$ cat src/rtl/token_ring_arbiter_if.sv
// token_ring_arbiter_if: request/grant bundle between clients and the token ring arbiter.
interface token_ring_arbiter_if #(
    parameter int N_CLIENTS = 3
);
    localparam int PTR_W = $clog2(N_CLIENTS);
    logic [N_CLIENTS-1:0] req;
    logic [N_CLIENTS-1:0] ack;
    logic [PTR_W-1:0] sel;
    logic [PTR_W-1:0] owner;
    logic busy;
    logic preempt;
    modport master (output req, input ack, sel, busy, owner, preempt);
    modport slave (input req, output ack, sel, busy, owner, preempt);
endinterface

$ cat src/rtl/token_ring_arbiter.sv
// token_ring_arbiter: N-client token-passing arbiter with per-client IDLE/READY/BUSY controllers,
// optional skip-to-requester rotation, hold-time preemption and a release lock.
module token_ring_arbiter #(
    parameter int N_CLIENTS = 3,
    parameter bit SKIP_IDLE = 1'b0,
    parameter int HOLD_MAX = 0
) (
    input logic clk,
    input logic rst_n,
    token_ring_arbiter_if.slave bus
);
    localparam int PTR_W = $clog2(N_CLIENTS);
    localparam int CNT_W = HOLD_MAX > 1 ? $clog2(HOLD_MAX) : 1;
    typedef enum logic [1:0] {IDLE, READY, BUSY} state_t;
    state_t st_q [N_CLIENTS];
    state_t st_d [N_CLIENTS];
    logic [PTR_W-1:0] ptr_q, ptr_d, owner, skip_ptr, idx;
    logic [CNT_W-1:0] cnt_q, cnt_d;
    logic [N_CLIENTS-1:0] lock_q, lock_d, elig, ack;
    logic preempt_q, preempt_d, busy, in_ready, in_busy, release_c, revoke, found;

    function automatic logic [PTR_W-1:0] nxt(input logic [PTR_W-1:0] p);
        return p == PTR_W'(N_CLIENTS - 1) ? '0 : p + 1'b1;
    endfunction

    always_ff @(posedge clk) begin
        if (!rst_n) begin
            for (int i = 0; i < N_CLIENTS; i++) st_q[i] <= IDLE;
            ptr_q <= '0;
            cnt_q <= '0;
            lock_q <= '0;
            preempt_q <= 1'b0;
        end else begin
            st_q <= st_d;
            ptr_q <= ptr_d;
            cnt_q <= cnt_d;
            lock_q <= lock_d;
            preempt_q <= preempt_d;
        end
    end

    always_comb begin
        owner = '0;
        in_ready = 1'b0;
        in_busy = 1'b0;
        ack = '0;
        for (int i = 0; i < N_CLIENTS; i++) begin
            ack[i] = st_q[i] == BUSY;
            if (st_q[i] != IDLE) owner = PTR_W'(i);
            in_ready |= st_q[i] == READY;
            in_busy |= st_q[i] == BUSY;
        end
    end

    assign busy = in_ready | in_busy;
    assign elig = bus.req & ~lock_q;
    assign release_c = in_busy && !bus.req[owner];
    // Release wins a tie with the limit, so revoke requires req still high.
    assign revoke = in_busy && bus.req[owner] && HOLD_MAX != 0 && cnt_q == CNT_W'(HOLD_MAX - 1);

    always_comb begin
        skip_ptr = ptr_q;
        found = 1'b0;
        idx = '0;
        for (int j = 1; j < N_CLIENTS; j++) begin
            idx = PTR_W'((int'(ptr_q) + j) % N_CLIENTS);
            if (!found && elig[idx]) begin
                skip_ptr = idx;
                found = 1'b1;
            end
        end
    end

    always_comb begin
        st_d = st_q;
        ptr_d = ptr_q;
        cnt_d = in_busy ? cnt_q + 1'b1 : '0;
        lock_d = lock_q & bus.req;
        preempt_d = 1'b0;
        if (!busy) begin
            if (elig[ptr_q]) st_d[ptr_q] = READY;
            else ptr_d = SKIP_IDLE ? skip_ptr : nxt(ptr_q);
        end else if (in_ready) st_d[owner] = BUSY;
        else if (release_c || revoke) begin
            st_d[owner] = IDLE;
            ptr_d = nxt(owner);
            lock_d[owner] = lock_d[owner] | revoke;
            preempt_d = revoke;
        end
    end

    assign bus.ack = ack;
    assign bus.sel = ptr_q;
    assign bus.busy = busy;
    assign bus.owner = owner;
    assign bus.preempt = preempt_q;
endmodule
$ cat src/flat_wrapper.sv
// flat-port wrapper written by rule: the top's interface ports become plain ports
module token_ring_arbiter_flat 
#(
    parameter int N_CLIENTS = 3,
    parameter bit SKIP_IDLE = 1'b0,
    parameter int HOLD_MAX = 0
)
  (clk, rst_n, bus_req, bus_ack, bus_sel, bus_busy, bus_owner, bus_preempt);
  token_ring_arbiter_if #(.N_CLIENTS(N_CLIENTS)) bus_i ();
  input logic clk;
  input logic rst_n;
  input wire logic [$bits(bus_i.req)-1:0] bus_req;
  output wire logic [$bits(bus_i.ack)-1:0] bus_ack;
  output wire logic [$bits(bus_i.sel)-1:0] bus_sel;
  output wire logic [$bits(bus_i.busy)-1:0] bus_busy;
  output wire logic [$bits(bus_i.owner)-1:0] bus_owner;
  output wire logic [$bits(bus_i.preempt)-1:0] bus_preempt;
  assign bus_i.req = bus_req;
  assign bus_ack = bus_i.ack;
  assign bus_sel = bus_i.sel;
  assign bus_busy = bus_i.busy;
  assign bus_owner = bus_i.owner;
  assign bus_preempt = bus_i.preempt;
  token_ring_arbiter #(.N_CLIENTS(N_CLIENTS), .SKIP_IDLE(SKIP_IDLE), .HOLD_MAX(HOLD_MAX)) u_core (.clk(clk), .rst_n(rst_n), .bus(bus_i));
endmodule
$ cat config.mk
export PLATFORM = sky130hd
export DESIGN_NAME = token_ring_arbiter_flat
export DESIGN_NICKNAME = d
export VERILOG_FILES = /design/src/rtl/token_ring_arbiter_if.sv /design/src/rtl/token_ring_arbiter.sv /design/src/flat_wrapper.sv
export SDC_FILE = /design/constraint.sdc
export NUM_CORES = 1
export LEC_CHECK = 0
export BUFFER_PORTS_ARGS = -buffer_cell sky130_fd_sc_hd__buf_2
export CORE_UTILIZATION = 45
export DETAILED_ROUTE_END_ITERATION = 12
export PLACE_DENSITY = 0.67
export REMOVE_ABC_BUFFERS = 1
export SLEW_MARGIN = 40
export SYNTH_ARGS = -nofsm -noshare
export SYNTH_HDL_FRONTEND = slang
export SYNTH_SLANG_ARGS = --single-unit
$ cat constraint.sdc
create_clock -name clk -period 3.1 [get_ports clk]
set_input_delay 0.62 -clock clk [delete_from_list [all_inputs] [get_ports clk]]
set_output_delay 0.62 -clock clk [all_outputs]
set_load 0.05 [all_outputs]
==> results_dict.tcl, run 1 <==
set metrics [dict create \
    critical_path.startpoint "u_core.st_q[2]" \
    synth_seq_cells 11 \
    period_minus_slack_ps 2280 \
    rsz0062_at_grt "false" \
    gp_congestion 0.854 \
    areaGrowthSynthToFinish_pct 10.2 \
    vias 591 \
    cts_tree "done" \
    period_share 0.736 \
    ant_nets 0 \
    path_clk_slew_ps 70 \
    netlist_area_um2 726 \
    cp_max_fo 9 \
    start_kind "flip-flop" \
    fin_skew_ps 4.95 \
    clk_path_buf_depth 2 \
    worstHoldPathCells 1 \
    holdBufCountCts 0 \
    drive_gt1_frac 0.356 \
    path_class "flip-flop to output port" \
    synthXorXnorAreaFrac 0.0362 \
    num_antenna_cells 0 \
    synth_mux_area_frac 0.0414 \
    row_count 14 \
    h-tree-depth 1 \
    ctsResizeCount 0 \
    via_per_inst 5.58 \
    required_ps 2480 \
    ios 14 \
    grt_pass1_wl_um 2530 \
    final-hold-violation-count 0 \
    grt_max_degree 12 \
    reg2reg_depth 5 \
    async_flop_share 0 \
    yosysWarnings 0 \
    drc 1 \
    hpwl_um 1100 \
    synth_fa_ha_area_frac 0 \
    antenna_found_initial 0 \
    start_util 0.482 \
    cts.sinks 11 \
    clock_latency_ps 270 \
    crit_end "bus_busy" \
    r2r_slack_ps 1240 \
    wl_per_cell_um 13.7 \
    cp.arrival_ps 1660 \
    chipHeight_um 42.2 \
    first_global_vias 548 \
    worstHoldPathType "flip-flop to flip-flop" \
    synth_edf_count 0 \
    synthCells 79 \
    yosys.area_share.simple 0.290 \
    end_kind "output port" \
    synth_top_family_by_area "simple AND/OR/NAND/NOR gates" \
    synth-main-ff-cell "dfxtp_1" \
    grt_overflow_total 0 \
    timing.rr.start "u_core.st_q[2]" \
    port_buffers 12 \
    fp.dieW_um 42.2 \
    synth-compound-area-share 0.248 \
    wirelength_um 1460 \
    post_cts_buffers 0 \
    nets 96 \
    finalMaxSlewViolations 0 \
    dieArea_um2 1780 \
    seq_area_frac_synth 0.303 \
    avgSynthCellArea_um2 9.19 \
    synth.distinct_cells 41 \
    cts_buffers 3 \
    status "complete, but fails checks" \
    grt_util_all_layers 0.192 \
    core_area_um2 1510 \
    drt_iter0_drc 28 \
    fmax_ghz 0.438 \
    setup_viol_count_final 0 \
    first_pass_iters 8 \
    ctsRootBufferMaster "clkbuf_4" \
    tns_ps 0 \
    failed_checks "design-rule violations" \
    cap_violations 0 \
]
-- worst min-delay path by stage --
stage	end	from	slack, ps
floorplan	u_core.lock_q[1]	u_core.lock_q[1]	450
global placement	u_core.lock_q[1]	u_core.lock_q[1]	460
detailed placement	u_core.lock_q[1]	u_core.lock_q[1]	470
CTS	u_core.lock_q[1]	u_core.lock_q[1]	490
global route	u_core.lock_q[0]	u_core.lock_q[0]	520
finish	u_core.lock_q[1]	u_core.lock_q[1]	490
-- synth_stat cells (2+ instances only) --
cell type / n / share of area
nand2b_1: 2 / 0.017
o21ai_0: 2 / 0.014
dfxtp_1: 11 / 0.30
xnor2_1: 3 / 0.036
inv_1: 4 / 0.021
a211oi_1: 2 / 0.021
buf_2: 2 / 0.014
inv_2: 2 / 0.010
o221a_2: 2 / 0.031
nor2_1: 4 / 0.021
nand2_1: 6 / 0.031
and3_1: 4 / 0.034
a21oi_1: 4 / 0.028
mux2i_1: 3 / 0.041
nand3b_1: 2 / 0.021
-- metal layers --
layer | wire, µm | global-route usage
met1 | 727 | 0.262
met2 | 630 | 0.275
met3 | 63 | 0.0431
met4 | 35 | 0.113
met5 | 0 | 0
-- cell usage in the layout (no fill, tap or decap), types with 2 or more instances in the layout --
cell type	count
a211oi_1	2
a21oi_1	4
and3_1	4
buf_2	12
clkbuf_4	3
dfxtp_1	11
inv_1	4
inv_2	2
mux2i_1	3
nand2_1	6
nand2b_1	2
nand3b_1	2
nor2_1	4
o21ai_0	2
o221a_2	2
xnor2_1	3
-- critical path: stages, from the launching register on --
cell     delay [ps]
dfxtp_1         580
xnor2_1         160
and3_1          320
inv_2           100
buf_2           220
-- stage by stage --
step	std cells	utilization	area [µm²]	worst slack (ps)	hold WS, ps
2_1_floorplan	74	-	693	1110	451
3_3_place_gp	102	0.513	773	1120	465
3_5_place_dp	102	0.513	773	1100	473
4_1_cts	106	0.531	800	815	491
5_1_grt	106	0.531	800	717	515
6_report	106	0.531	800	818	491
-- layout make-up --
type | instances | area (µm²)
flip-flops and latches | 11 | 220
well taps | 16 | 20.0
clock buffers | 4 | 26.3
repair buffers | 12 | 60.1
multi-input cells | 57 | 450
fillers | 145 | 707
inverters | 6 | 22.5
-- kinds of logic after synthesis --
group / count (synthesis)
mux: 3
xor+xnor: 3
buf+inv: 11
compound gates: 20
simple gates: 30
other cells: 1
flops: 11
Power of run 1 is left out: the tool's default activity adds up to more than one toggle a clock period on the data nets, which glitch-free logic cannot reach.
==> run 2: changes to the inputs <==
- clock period: 3.1 -> 2.1 ns (I/O delays scaled with it)
==> results_dict.tcl, run 2 (synthesis results as in run 1) <==
set metrics [dict create \
    setup_viol_count_final 0 \
    chipHeight_um 42.2 \
    cts.sinks 11 \
    slew_headroom 0.643 \
    nets 97 \
    holdBufCountCts 0 \
    fillCellCount 143 \
    ctsResizeCount 0 \
    ios 14 \
    holdPathEnd "u_core.lock_q[2]" \
    vias 614 \
    worstHoldPathCells 2 \
    first_global_vias 592 \
    drive_gt1_frac 0.363 \
    first_pass_iters 8 \
    layout_commonest_cell "buf_2" \
    num_antenna_cells 0 \
    r2r_slack_ps 320 \
    gp_congestion 0.859 \
    cp.arrival_ps 1570 \
    worst_pin_slew_ps 536 \
    drc 1 \
    rsz0062_at_grt "false" \
    clock_latency_ps 270 \
    drt_iter0_drc 24 \
    required_ps 1680 \
    h-tree-depth 1 \
    hp-start "bus_req[2]" \
    post_cts_buffers 0 \
    core_area_um2 1510 \
    grt_overflow_total 0 \
    path_class "flip-flop to output port" \
    layout_common_cells "buf_2, dfxtp_1, nand2_1" \
    clk_path_buf_depth 2 \
    cts_buffers 3 \
    cp_max_fo 9 \
    start_kind "flip-flop" \
    antenna_found_initial 0 \
    grt_pass1_wl_um 2500 \
    failed_checks "design-rule violations" \
    worstHoldPathType "input pin to flip-flop" \
    ctsRootBufferMaster "clkbuf_4" \
    status "complete, but fails checks" \
    via_per_inst 5.74 \
    row_count 14 \
    path_clk_slew_ps 60 \
    tns_ps 0 \
    wirelength_um 1480 \
    grt_max_degree 12 \
    cts_tree "done" \
    holdWs_ps 411 \
    fp.dieW_um 42.2 \
    fmax_ghz 0.502 \
    end_kind "output port" \
    cap_violations 0 \
    grt_util_all_layers 0.188 \
    port_buffers 12 \
    final-hold-violation-count 0 \
    hpwl_um 1200 \
    period_minus_slack_ps 1990 \
    fin_skew_ps 1.69 \
    period_share 0.948 \
    wl_per_cell_um 13.8 \
    reg2reg_depth 5 \
    start_util 0.482 \
    timing.rr.start "u_core.st_q[2]" \
    dieArea_um2 1780 \
    finalMaxSlewViolations 0 \
    areaGrowthSynthToFinish_pct 11.2 \
    ant_nets 0 \
]
run 2: changes by cell type in the layout (fill, tap and decap cells not counted):
cell / delta
buf_4: +1
run 2: worst max-delay path, stage by stage (launching register included):
cell	delay (ps)
dfxtp_1	570
xnor2_1	130
and3_1	230
inv_2	100
buf_2	270
run 2: layout make-up:
class                   count  area [µm²]  share of cell area
well taps                  16        20.0              0.0248
inverters                   6        22.5              0.0279
multi-input cells          57         450               0.558
repair buffers             13        67.6              0.0837
flip-flops and latches     11         220               0.273
clock buffers               4        26.3              0.0326
run 2: metal layers:
layer	vias to the layer above	wire length [µm]	share of wire	GRT usage
li1	306	-	-	-
met1	285	657	0.44	0.223
met2	19	719	0.49	0.303
met3	4	68	0.046	0.0388
met4	0	36	0.024	0.125
met5	-	0	0	0
run 2: stage by stage:
| step | cell area [µm²] | setup slack [ps] | std cells | utilization |
|---|---|---|---|---|
| floorplan | 693 | 106 | 74 | - |
| global placement | 781 | 286 | 103 | 0.518 |
| detailed placement | 781 | 258 | 103 | 0.518 |
| CTS | 807 | 94.0 | 107 | 0.536 |
| global route | 807 | 13.3 | 107 | 0.536 |
| finish | 807 | 109 | 107 | 0.536 |
run 2: how the worst max path moves through the flow:
stage | from | to | depth (start not counted)
global route | u_core.st_q[2] | bus_busy | 4
floorplan | flip-flop | u_core.st_q[4] | 5
global placement | bus_req[0] | u_core.st_q[4] | 6
CTS | u_core.st_q[2] | bus_busy | 4
detailed placement | bus_req[0] | u_core.st_q[4] | 6
finish | u_core.st_q[2] | bus_busy | 4
Power of run 2 is left out for the same reason.
